$ cat config.mk
export PLATFORM = sky130hd
export DESIGN_NAME = minibyte_ctrl_flat
export DESIGN_NICKNAME = d
export VERILOG_FILES = /design/src/rtl/minibyte_ctrl_if.sv /design/src/rtl/minibyte_ctrl.sv /design/src/flat_wrapper.sv
export SDC_FILE = /design/constraint.sdc
export NUM_CORES = 1
export LEC_CHECK = 0
export CELL_PAD_IN_SITES_DETAIL_PLACEMENT = 2
export CELL_PAD_IN_SITES_GLOBAL_PLACEMENT = 2
export CORE_MARGIN = 2
export CORE_UTILIZATION = 27
export DETAILED_ROUTE_END_ITERATION = 10
export PLACE_DENSITY_LB_ADDON = 0.1
export SLEW_MARGIN = 40
export SYNTH_ARGS = -nofsm -noshare
export SYNTH_HDL_FRONTEND = slang
export SYNTH_SLANG_ARGS = --single-unit
$ cat constraint.sdc
create_clock -name clk_in -period 2 [get_ports clk_in]
set_input_delay 0.5 -clock clk_in [delete_from_list [all_inputs] [get_ports clk_in]]
set_output_delay 0.5 -clock clk_in [all_outputs]
set_load 0.05 [all_outputs]
$ cat src/rtl/minibyte_ctrl_if.sv
// rtl/minibyte_ctrl_if.sv - control/datapath signal bundle for the minibyte control unit
interface minibyte_ctrl_if;
   logic [7:0] data_in;
   logic       flag_z_in;
   logic       flag_n_in;
   logic       set_a_out;
   logic       set_m_out;
   logic       set_pc_out;
   logic       inc_pc_out;
   logic       addr_mux_out;
   logic [2:0] alu_op_out;
   logic       we_out;
   logic       halt_out;

   modport master (
      input  data_in, flag_z_in, flag_n_in,
      output set_a_out, set_m_out, set_pc_out, inc_pc_out,
             addr_mux_out, alu_op_out, we_out, halt_out
   );

   modport slave (
      output data_in, flag_z_in, flag_n_in,
      input  set_a_out, set_m_out, set_pc_out, inc_pc_out,
             addr_mux_out, alu_op_out, we_out, halt_out
   );
endinterface

$ cat src/rtl/minibyte_ctrl.sv
// rtl/minibyte_ctrl.sv - multi-cycle fetch/decode/execute control unit for the minibyte CPU
module minibyte_ctrl #(
   parameter bit ILLEGAL_HALTS = 1'b0
) (
   input  logic            clk_in,
   input  logic            rst_in,
   minibyte_ctrl_if.master bus
);

   typedef enum logic [1:0] {
      S_FETCH   = 2'd0,
      S_OPERAND = 2'd1,
      S_MEM     = 2'd2,
      S_HALT    = 2'd3
   } state_t;

   localparam logic [2:0] ALU_PASS_B = 3'd0;
   localparam logic [2:0] ALU_PASS_A = 3'd1;
   localparam logic [2:0] ALU_ADD    = 3'd2;

   localparam logic [7:0] OP_NOP   = 8'h00;
   localparam logic [7:0] OP_LDA_I = 8'h01;
   localparam logic [7:0] OP_LDM_I = 8'h02;
   localparam logic [7:0] OP_LDA_M = 8'h03;
   localparam logic [7:0] OP_STA_M = 8'h04;
   localparam logic [7:0] OP_ADD_I = 8'h05;
   localparam logic [7:0] OP_XOR_I = 8'h09;
   localparam logic [7:0] OP_JMP   = 8'h0A;
   localparam logic [7:0] OP_JZ    = 8'h0B;
   localparam logic [7:0] OP_JN    = 8'h0C;
   localparam logic [7:0] OP_ADD_M = 8'h0D;
   localparam logic [7:0] OP_HLT   = 8'hFF;

   state_t     r_state;
   state_t     w_next;
   logic [7:0] r_ir;
   logic       r_z;
   logic       r_n;

   logic       w_set_a;
   logic       w_set_m;
   logic       w_set_pc;
   logic       w_inc_pc;
   logic       w_addr_mux;
   logic [2:0] w_alu_op;
   logic       w_we;
   logic       w_halt;
   logic       w_defined;
   logic       w_is_mem_op;

   assign w_defined   = (bus.data_in <= OP_ADD_M) || (bus.data_in == OP_HLT);
   assign w_is_mem_op = (bus.data_in == OP_LDA_M) || (bus.data_in == OP_STA_M) ||
                        (bus.data_in == OP_ADD_M);

   // Flags only move with an A load, so branches see results of earlier instructions.
   always_ff @(posedge clk_in) begin
      if (!rst_in) begin
         r_state <= S_FETCH;
         r_ir    <= 8'h00;
         r_z     <= 1'b0;
         r_n     <= 1'b0;
      end else begin
         r_state <= w_next;
         if (r_state == S_FETCH) begin
            r_ir <= bus.data_in;
         end
         if (w_set_a) begin
            r_z <= bus.flag_z_in;
            r_n <= bus.flag_n_in;
         end
      end
   end

   always_comb begin
      w_next = r_state;
      case (r_state)
         S_FETCH: begin
            if (bus.data_in == OP_NOP) begin
               w_next = S_FETCH;
            end else if (bus.data_in == OP_HLT) begin
               w_next = S_HALT;
            end else if (!w_defined) begin
               w_next = ILLEGAL_HALTS ? S_HALT : S_FETCH;
            end else if (w_is_mem_op) begin
               w_next = S_MEM;
            end else begin
               w_next = S_OPERAND;
            end
         end
         S_OPERAND: w_next = S_FETCH;
         S_MEM:     w_next = S_FETCH;
         S_HALT:    w_next = S_HALT;
         default:   w_next = S_FETCH;
      endcase
   end

   always_comb begin
      w_set_a    = 1'b0;
      w_set_m    = 1'b0;
      w_set_pc   = 1'b0;
      w_inc_pc   = 1'b0;
      w_addr_mux = 1'b0;
      w_alu_op   = ALU_PASS_B;
      w_we       = 1'b0;
      w_halt     = 1'b0;
      case (r_state)
         S_FETCH: begin
            w_inc_pc = 1'b1;
         end
         S_OPERAND: begin
            if (r_ir == OP_LDA_I) begin
               w_set_a  = 1'b1;
               w_inc_pc = 1'b1;
            end else if (r_ir == OP_LDM_I) begin
               w_set_m  = 1'b1;
               w_inc_pc = 1'b1;
            end else if ((r_ir >= OP_ADD_I) && (r_ir <= OP_XOR_I)) begin
               // Opcodes 05..09 map onto ALU codes 2..6 in order.
               w_alu_op = r_ir[2:0] - 3'd3;
               w_set_a  = 1'b1;
               w_inc_pc = 1'b1;
            end else if (r_ir == OP_JMP) begin
               w_set_pc = 1'b1;
            end else if (r_ir == OP_JZ) begin
               w_set_pc = r_z;
               w_inc_pc = !r_z;
            end else if (r_ir == OP_JN) begin
               w_set_pc = r_n;
               w_inc_pc = !r_n;
            end else begin
               w_inc_pc = 1'b1;
            end
         end
         S_MEM: begin
            w_addr_mux = 1'b1;
            if (r_ir == OP_LDA_M) begin
               w_set_a = 1'b1;
            end else if (r_ir == OP_ADD_M) begin
               w_alu_op = ALU_ADD;
               w_set_a  = 1'b1;
            end else if (r_ir == OP_STA_M) begin
               w_alu_op = ALU_PASS_A;
               w_we     = 1'b1;
            end
         end
         S_HALT: begin
            w_halt = 1'b1;
         end
         default: begin
            w_halt = 1'b0;
         end
      endcase
   end

   assign bus.set_a_out    = rst_in & w_set_a;
   assign bus.set_m_out    = rst_in & w_set_m;
   assign bus.set_pc_out   = rst_in & w_set_pc;
   assign bus.inc_pc_out   = rst_in & w_inc_pc;
   assign bus.addr_mux_out = rst_in & w_addr_mux;
   assign bus.alu_op_out   = rst_in ? w_alu_op : 3'd0;
   assign bus.we_out       = rst_in & w_we;
   assign bus.halt_out     = rst_in & w_halt;

endmodule
$ cat src/flat_wrapper.sv
// flat-port wrapper written by rule: the top's interface ports become plain ports
module minibyte_ctrl_flat 
#(
   parameter bit ILLEGAL_HALTS = 1'b0
)
  (clk_in, rst_in, bus_data_in, bus_flag_z_in, bus_flag_n_in, bus_set_a_out, bus_set_m_out, bus_set_pc_out, bus_inc_pc_out, bus_addr_mux_out, bus_alu_op_out, bus_we_out, bus_halt_out);
  minibyte_ctrl_if bus_i ();
  input  logic clk_in;
  input  logic rst_in;
  input wire logic [$bits(bus_i.data_in)-1:0] bus_data_in;
  input wire logic [$bits(bus_i.flag_z_in)-1:0] bus_flag_z_in;
  input wire logic [$bits(bus_i.flag_n_in)-1:0] bus_flag_n_in;
  output wire logic [$bits(bus_i.set_a_out)-1:0] bus_set_a_out;
  output wire logic [$bits(bus_i.set_m_out)-1:0] bus_set_m_out;
  output wire logic [$bits(bus_i.set_pc_out)-1:0] bus_set_pc_out;
  output wire logic [$bits(bus_i.inc_pc_out)-1:0] bus_inc_pc_out;
  output wire logic [$bits(bus_i.addr_mux_out)-1:0] bus_addr_mux_out;
  output wire logic [$bits(bus_i.alu_op_out)-1:0] bus_alu_op_out;
  output wire logic [$bits(bus_i.we_out)-1:0] bus_we_out;
  output wire logic [$bits(bus_i.halt_out)-1:0] bus_halt_out;
  assign bus_i.data_in = bus_data_in;
  assign bus_i.flag_z_in = bus_flag_z_in;
  assign bus_i.flag_n_in = bus_flag_n_in;
  assign bus_set_a_out = bus_i.set_a_out;
  assign bus_set_m_out = bus_i.set_m_out;
  assign bus_set_pc_out = bus_i.set_pc_out;
  assign bus_inc_pc_out = bus_i.inc_pc_out;
  assign bus_addr_mux_out = bus_i.addr_mux_out;
  assign bus_alu_op_out = bus_i.alu_op_out;
  assign bus_we_out = bus_i.we_out;
  assign bus_halt_out = bus_i.halt_out;
  minibyte_ctrl #(.ILLEGAL_HALTS(ILLEGAL_HALTS)) u_core (.clk_in(clk_in), .rst_in(rst_in), .bus(bus_i));
endmodule
**After elaboration in Yosys (flattened, before gate mapping)**

Index checks and enable logic that the tools add are counted.

- $add $sub $neg: 1
- Order comparisons: 3
- Eq/ne operators: 15
- Mux-type cells: 42
- Bitwise operators: 7
- Reduce and logical (&&, ||, !) cells: 9

Operators with widths:

| operator | count |
|---|---|
| 8-bit by 4-bit equality test with 1-bit output, second input constant | 5 |
| 1-bit 2-to-1 mux | 28 |
| 8-bit by 2-bit equality test with 1-bit output, second input constant | 3 |
| 3-bit 2-to-1 mux | 6 |
| 8-bit by 3-bit equality test with 1-bit output, second input constant | 2 |
| 8-bit by 4-bit <= comparator with 1-bit output, second input constant | 2 |
| 8-bit by 1-bit equality test with 1-bit output, second input constant | 1 |
| 8-bit equality test, second input constant | 1 |
| 8-bit by 3-bit greater-or-equal comparator with 1-bit output, second input constant | 1 |
| 8-bit logical NOT | 1 |
| 2-bit 2-to-1 mux | 4 |
| 1-bit AND | 7 |
| 2-bit one-hot mux with 3 select lines | 1 |
| 3-bit one-hot mux with 2 select lines | 1 |
| 2-bit equality test, second input constant | 2 |
| 1-bit one-hot mux with 2 select lines | 2 |
| 1-bit logical OR | 3 |
| 3-bit by 2-bit subtractor with 3-bit output, second input constant | 1 |
| 2-bit by 1-bit equality test with 1-bit output, second input constant | 1 |
| 1-bit logical NOT | 2 |
| 2-bit logical NOT | 1 |
| 2-bit OR reduction | 1 |
| 1-bit logical AND | 1 |

- Bits in registers: 12
- Output and inout port bits: 10
- Logic and storage cells: 81

**Depth between registers and ports, before layout**

Gate-level depths: netlist (run 1).

- Depth after elaboration: 9
- Gate-level depth with buffers: 6

**Worst setup path after synthesis (run 1)**

Ideal clock, no wire load.

- Kind: register to output
- Start point: register u_core.r_ir[7]
- End point: output bus_set_m_out
- Data arrival time: 2.408 ns
- Required time: 1.500 ns
- Slack: -0.908 ns
- Cell stages (with the launch flop): 3
- Path buffers: 0
- Cells stage by stage: dfxtp_1 > or4_1 > nor4_1

- Cells in the longest elaborated chain, start to end: 5

RTL lines:

| item | RTL line | source |
|---|---|---|
| from (decl) | minibyte_ctrl.sv:36 | `logic [7:0] r_ir;` |
| from (signal assigned) | minibyte_ctrl.sv:65 | `r_ir <= bus.data_in;` |
| 8-bit by 2-bit equality test with 1-bit output | minibyte_ctrl.sv:114 | `end else if (r_ir == OP_LDM_I) begin` |
| 1-bit 2-to-1 mux | minibyte_ctrl.sv:114 |  |
| 1-bit 2-to-1 mux * | minibyte_ctrl.sv:111 | `if (r_ir == OP_LDA_I) begin` |
| 1-bit 2-to-1 mux * | minibyte_ctrl.sv:106 | `case (r_state)` |
| 1-bit AND * | minibyte_ctrl.sv:156 | `assign bus.set_m_out = rst_in & w_set_m;` |
| to (decl) | flat_wrapper.sv:14 | `output wire logic [$bits(bus_i.set_m_out)-1:0] bus_set_m_out;` |

Mark *: on every way between the ends. The rest lies on a longest branch, timed or not.

**Worst setup path in the final report (run 1)**

- Start point: register u_core.r_ir[1]
- End point: output bus_set_pc_out

- Cells in the longest elaborated chain, start to end: 9

RTL lines:

| item | RTL line | source |
|---|---|---|
| 8-bit by 4-bit equality test with 1-bit output | minibyte_ctrl.sv:127 | `end else if (r_ir == OP_JN) begin` |
| 1-bit 2-to-1 mux | minibyte_ctrl.sv:127 |  |
| 1-bit 2-to-1 mux | minibyte_ctrl.sv:124 | `end else if (r_ir == OP_JZ) begin` |
| 1-bit 2-to-1 mux | minibyte_ctrl.sv:122 | `end else if (r_ir == OP_JMP) begin` |
| 1-bit 2-to-1 mux | minibyte_ctrl.sv:117 | `end else if ((r_ir >= OP_ADD_I) && (r_ir <= OP_XOR_I)) begin` |
| 1-bit 2-to-1 mux | minibyte_ctrl.sv:114 |  |
| 1-bit 2-to-1 mux * | minibyte_ctrl.sv:111 |  |
| 1-bit 2-to-1 mux * | minibyte_ctrl.sv:106 |  |
| 1-bit AND * | minibyte_ctrl.sv:157 | `assign bus.set_pc_out = rst_in & w_set_pc;` |
| to (decl) | flat_wrapper.sv:15 | `output wire logic [$bits(bus_i.set_pc_out)-1:0] bus_set_pc_out;` |

Marked as above.

==> impl_metrics.py, run 1 <==
metrics = {
    "run_status": {
        "status": "finished, violations left",
        "failed_checks": "setup timing",
    },
    "clocking": {
        "clock_latency_ns": 0.29,
        "cts.sinks": 12,
        "cts.path.max_buffers": 2,
        "cts_buffers": 3,
        "htreeDepth": 1,
        "clkTransAtPathRegs_ns": 0.08,
        "root_buffer": "clkbuf_4",
        "cts_tree": "built",
        "holdBufCountCts": 0,
    },
    "routing": {
        "wirelength_um": 4810,
        "dr.pass1.iters": 4,
        "dr_total_vias": 1111,
        "avgViaCountPerCell": 5.27,
        "drc": 0,
        "drtIter0Drc": 60,
        "wl_per_cell_um": 22.8,
        "drtAntennaViolNets": 0,
    },
    "logic_synthesis": {
        "yosys_warnings": 0,
        "synth_edf_count": 0,
        "synthArstFlopShare": 0,
        "ys.flop_type": "dfxtp_1",
        "syn_inst": 113,
        "ys_ff_latch": 12,
        "ys_types": 32,
        "syn_avg_cell_area_um2": 8.03,
        "ys_seq_area_frac": 0.265,
        "syn-cell-area_um2": 907,
        "synth_nets": 133,
    },
    "floorplanning": {
        "start_util": 0.276,
        "num_io_pins": 22,
        "core-area_um2": 3280,
        "die_y_um": 62.0,
        "fp-row-count": 21,
        "dieArea_um2": 3840,
        "fp.dieW_um": 62.0,
    },
    "timing": {
        "clock_skew_ns": 0.000952,
        "maxSlewViolCount": 0,
        "fin_crit_ns": 2.39,
        "rsz0062_at_grt": "yes",
        "hold_viol": 0,
        "tightest_slew_ns": 0.436,
        "finalWorstSetupSlack_ns": -0.391,
        "min_period_over_period": 1.20,
        "fmax_mhz": 418,
        "final-setup-viol-count": 10,
        "relSlewSlack": 0.706,
    },
    "power": {
        "power_w": 0.000699,
        "power.density_nw_per_um2": 389,
        "p_leak_nw": 0.753,
        "irDropWorstVdd_mv": 0.303,
    },
    "min_path": {
        "hp-start": "u_core.r_z",
        "hold_path_depth": 2,
        "hold_class": "reg2reg",
        "holdPathEnd": "u_core.r_z",
    },
    "global_route": {
        "grt_max_degree": 11,
        "antenna_found_initial": 0,
        "grt_pass1_wl_um": 7430,
        "grt_use_total": 0.285,
        "grt_overflow": 0,
        "grt_pass1_vias": 1298,
    },
    "cells_and_area": {
        "nets": 186,
        "fin_util": 0.547,
        "syn_to_final_growth_pct": 98.1,
        "drive_gt1_frac": 0.515,
        "final_area_um2": 1800,
        "fin_cells": 211,
        "fill_cells": 334,
        "antenna_cells": 0,
    },
    "critical_path": {
        "worst-setup-path-type": "reg2out",
        "worstPathMaxFanout": 5,
        "crit_path_end_kind": "output port",
        "cp-start-kind": "flop",
        "r2r_start": "u_core.r_ir[1]",
        "worstPathArrival_ns": 1.89,
        "reg2reg_to": "u_core.r_n",
        "critPathRequiredTime_ns": 1.50,
        "r2r_cells": 8,
        "reg2reg_slack_ns": -0.06,
    },
    "placement": {
        "place_inst": 200,
        "portBuffers": 21,
        "dp_hpwl_um": 3020,
        "dpl-instance-area_um2": 1570,
        "gp_congestion": 0.756,
    },
    "job": {
        "drv_cap": 0,
    },
}
==> cells in the mapped netlist, drive strengths merged, types with 2 or more instances <==
master / n / area, um^2
nand2b: 2 / 12.5
ha: 8 / 100
a21oi: 3 / 15.0
nand3: 5 / 25.0
and2: 4 / 25.0
clkbuf: 4 / 15.0
nand4: 2 / 12.5
mux2i: 9 / 90.1
dfxtp: 12 / 240
nor4: 4 / 25.0
o2111ai: 3 / 26.3
nor2: 6 / 22.5
inv: 4 / 15.0
or3: 3 / 18.8
nor2b: 9 / 56.3
nand2: 10 / 37.5
o21ai: 5 / 25.0
nor3: 5 / 25.0
o211ai: 2 / 15.0
==> per-layer routing <==
| layer | routed length [um] | GRT usage | vias up |
|---|---|---|---|
| li1 | - | - | 518 |
| met2 | 2700 | 0.525 | 35 |
| met1 | 1850 | 0.313 | 547 |
| met3 | 133 | 0.0455 | 11 |
| met4 | 133 | 0.140 | 0 |
| met5 | 0 | 0 | - |
==> placed cells by master (no fill, tap or decap), types with 2 or more instances in the layout <==
cell / synthesis / routed
a21oi_4: 0 / 2
and2_4: 0 / 3
buf_12: 0 / 10
buf_4: 0 / 27
buf_6: 0 / 5
clkbuf_4: 0 / 3
clkdlybuf4s50_1: 0 / 10
dfxtp_1: 12 / 7
dfxtp_2: 0 / 3
dfxtp_4: 0 / 2
ha_1: 8 / 2
ha_2: 0 / 3
ha_4: 0 / 3
inv_1: 4 / 2
inv_4: 0 / 2
mux2i_1: 9 / 9
nand2_1: 10 / 6
nand2_2: 0 / 3
nand2b_1: 2 / 2
nand3_1: 5 / 4
nand4_1: 2 / 2
nor2_1: 6 / 2
nor2_4: 0 / 3
nor2b_1: 9 / 9
nor3_1: 5 / 2
nor3_4: 0 / 3
nor4_1: 4 / 2
nor4_4: 0 / 2
o2111ai_1: 3 / 3
o211ai_1: 2 / 2
o21ai_0: 5 / 4
or3_1: 3 / 2
==> worst max-delay path by stage <==
| stage | startpoint | endpoint | slack, ns | cells after the start |
|---|---|---|---|---|
| final | u_core.r_ir[1] | bus_set_pc_out | -0.39 | 6 |
| after global routing | u_core.r_ir[1] | bus_set_pc_out | -0.44 | 6 |
| after CTS | u_core.r_ir[1] | bus_set_pc_out | -0.39 | 6 |
| after detailed placement | rst_in | bus_set_m_out | -0.23 | 4 |
| after global placement | rst_in | bus_set_m_out | -0.18 | 4 |
| after floorplan | u_core.r_state[0] | bus_inc_pc_out | -0.11 | 5 |
==> worst max-delay path: stages (launching register included) <==
cell,delay [ns]
dfxtp_4,0.38
inv_4,0.05
ha_4,0.17
or3_4,0.39
o21ai_4,0.15
nor3b_4,0.29
buf_12,0.18
==> final cells by class <==
cell class / count / area, um^2 / area share
Multi-Input combinational cell: 92 / 873 / 0.486
Timing Repair Buffer: 53 / 568 / 0.316
Sequential cell: 12 / 251 / 0.140
Tap cell: 46 / 57.6 / 0.0320
Clock buffer: 4 / 26.3 / 0.0146
Inverter: 4 / 20.0 / 0.0111
==> flip-flops by register name, summed over array words and instances, names as in the netlist <==
register	count
u_core.r_ir	8
u_core.r_state	2
u_core.r_n	1
u_core.r_z	1
==> metrics by stage <==
step           hold slack, ns  TNS, ns  setup WS [ns]
6_report                0.584    -2.51         -0.391
5_1_grt                 0.617    -3.09         -0.436
4_1_cts                 0.531    -2.31         -0.386
3_5_place_dp            0.520    -1.08         -0.226
3_3_place_gp            0.504   -0.728         -0.184
2_1_floorplan           0.470   -0.482         -0.109
==> timing repair <==
| item | 4_1_cts | 5_1_grt |
|---|---|---|
| pin swaps | 11 | 4 |
| setup buffers | 6 | 1 |
| hold endpoints to repair | 0 | 0 |
| gates resized for setup | 35 | 4 |
| endpoints found under the setup margin | 10 | 10 |
==> cells by family after synthesis <==
kind of cell	share of synthesized area
xor+xnor	0.00966
buf+inv	0.0372
mux	0.0993
fa+ha+maj	0.110
simple gates	0.354
compound gates	0.124
flops	0.265
==> report_power, final <==
group          switching, W  internal [W]
Clock             0.0000946     0.0000777
Combinational      0.000130      0.000127
Sequential        0.0000191      0.000251
Power figures use the tool's default switching activity.
==> run 2: changes to the inputs <==
--- a/config.mk
+++ b/config.mk
@@ -10,6 +10,7 @@
 export CORE_MARGIN = 2
 export CORE_UTILIZATION = 27
 export DETAILED_ROUTE_END_ITERATION = 10
+export GPL_ROUTABILITY_DRIVEN = 0
 export PLACE_DENSITY_LB_ADDON = 0.1
 export SLEW_MARGIN = 40
 export SYNTH_ARGS = -nofsm -noshare
==> results of run 2 <==
Same layout as run 1: the final DEF is identical, and so are final timing and power.
==> variant (settings of run 2) <==
Encoding of `state_t`: now one-hot (4 bits for 4 states).
--- a/src/rtl/minibyte_ctrl.sv
+++ b/src/rtl/minibyte_ctrl.sv
@@ -9,7 +9,7 @@
 
-   typedef enum logic [1:0] {
-      S_FETCH   = 2'd0,
-      S_OPERAND = 2'd1,
-      S_MEM     = 2'd2,
-      S_HALT    = 2'd3
+   typedef enum logic [3:0] {
+      S_FETCH   = 4'b0001,
+      S_OPERAND = 4'b0010,
+      S_MEM     = 4'b0100,
+      S_HALT    = 4'b1000
    } state_t;
Check against the original RTL: no difference found for any inputs over 10 cycles, from zero or initial values and one cycle with rst_in low; not proved beyond that.
==> variant against run 2 <==
The flow still finishes with violations (setup timing); sequential cell count grew 2; power grew 21%; hold slack lost 63 ps; sequential share of layout area grew 1.8 points; setup slack lost 61 ps; non-clock buffer count grew 6; synthesized area grew 4.8%; design area grew 3.3%; routed wire length grew 19%; critical path type unchanged; largest cell class unchanged; highest routed layer unchanged.
==> variant: results (changes against run 2) <==
INFO  metric status = complete, but fails checks (unchanged)
INFO  metric violations = setup timing (unchanged)
INFO  metric worst_hold_path.endpoint = u_core.r_ir[4] (was u_core.r_z)
INFO  metric top_regs = u_core.r_ir (8), u_core.r_state (4) (was u_core.r_ir (8), u_core.r_state (2))
INFO  metric cp_data_arrival_time = 1950 ps (was 1890 ps)
INFO  metric crit_path_top_delay_cell = or4_4 (was or3_4)
INFO  metric layout-drive-gt1-share = 50.6% (was 51.5%)
INFO  metric drt-vias-per-instance = 5.46 (was 5.27)
INFO  metric critPathMaxFanout = 2 (was 5)
INFO  metric path_clk_slew = 110 ps (was 80 ps)
INFO  metric setup_violations = 10 (unchanged)
INFO  metric r2r_start = u_core.r_state[3] (was u_core.r_ir[1])
INFO  metric max_stage_delay_on_crit_path = 570 ps (was 390 ps)
INFO  metric pin_count_of_the_biggest_net_entering_global_routing = 16 (was 11)
INFO  metric detail_route.wirelength = 5720 um (was 4810 um)
INFO  metric grt_pass1_vias = 1,362 (was 1,298)
INFO  metric synth_top_cells_by_count = nand2_1, dfxtp_1, a21boi_1 (was dfxtp_1, nand2_1, mux2i_1, nor2b_1, ha_1)
INFO  metric r2r_setup_slack = 310 ps (was -60 ps)
INFO  metric final_critical_path_setup_slack = -452 ps (was -391 ps)
INFO  metric power_leakage = 0.000752 uW (was 0.000753 uW)
INFO  metric synth_area_leaders = dfxtp_1, nand2_1, a21boi_1 (was dfxtp_1, ha_1, mux2i_1)
INFO  metric syn-num-nets = 135 (was 133)
INFO  metric tightest_slew_margin_relative_to_the_limit = 69.5% (was 70.6%)
INFO  metric grt_use_total = 27.5% (was 28.5%)
INFO  metric seq_area_frac_synth = 29.5% (was 26.5%)
INFO  metric timing.hold.ws = 521 ps (was 584 ps)
## variant: worst max path at each step
stage	end	slack, ps	from
after CTS	bus_set_pc_out	-420	u_core.r_ir[0]
after global placement	bus_alu_op_out[1]	-490	rst_in
after global routing	bus_set_pc_out	-500	u_core.r_ir[0]
after detailed placement	bus_alu_op_out[1]	-650	rst_in
after floorplan	bus_alu_op_out[0]	-440	rst_in
final	bus_alu_op_out[0]	-450	u_core.r_ir[7]
## variant: layout make-up
| type | instances | area (um^2) |
|---|---|---|
| fill | 356 | 1510 |
| multi-input combinational | 97 | 836 |
| timing repair buffer | 59 | 619 |
| sequential | 14 | 293 |
| tap | 46 | 57.6 |
| clock buffer | 4 | 36.3 |
| inverter | 4 | 15.0 |
## variant: report_power, final
group | internal (uW) | switching [uW]
sequential | 294 | 27.5
combinational | 138 | 150
clock | 111 | 123
total | 544 | 300
## variant: repair_timing
item,in CTS,in global routing
cloned,0,0
pin swaps,10,8
setup endpoints to repair,10,10
resized for setup,25,15
setup buffers,4,2
## variant: kinds of logic after synthesis
family,Yosys count,share of synthesized area (%)
mux,3,3.29
xor+xnor,1,0.921
buf+inv,8,3.95
fa+ha+maj,4,5.26
compound gates,25,17.8
simple gates,64,39.3
flops,14,29.5
## variant: routing by layer
layer  global-route usage, %  vias up  wire length, um
met5                       0        -                0
met4                    12.0        0              261
met3                    4.29       20              222
met2                    48.6       43             2950
met1                    32.6      615             2290
li1                        -      544                -
## variant: through the flow
step / cells / util, % / power, uW / cell area (um^2) / setup TNS, ps
floorplan: 119 / - / 413 / 1020 / -1020
detailed placement: 215 / 48.1 / 543 / 1620 / -4590
global placement: 215 / 48.1 / 526 / 1620 / -3570
finish: 224 / 55.2 / 844 / 1860 / -3360
global route: 224 / 55.2 / 880 / 1860 / -4000
CTS: 223 / 53.0 / 781 / 1780 / -3070
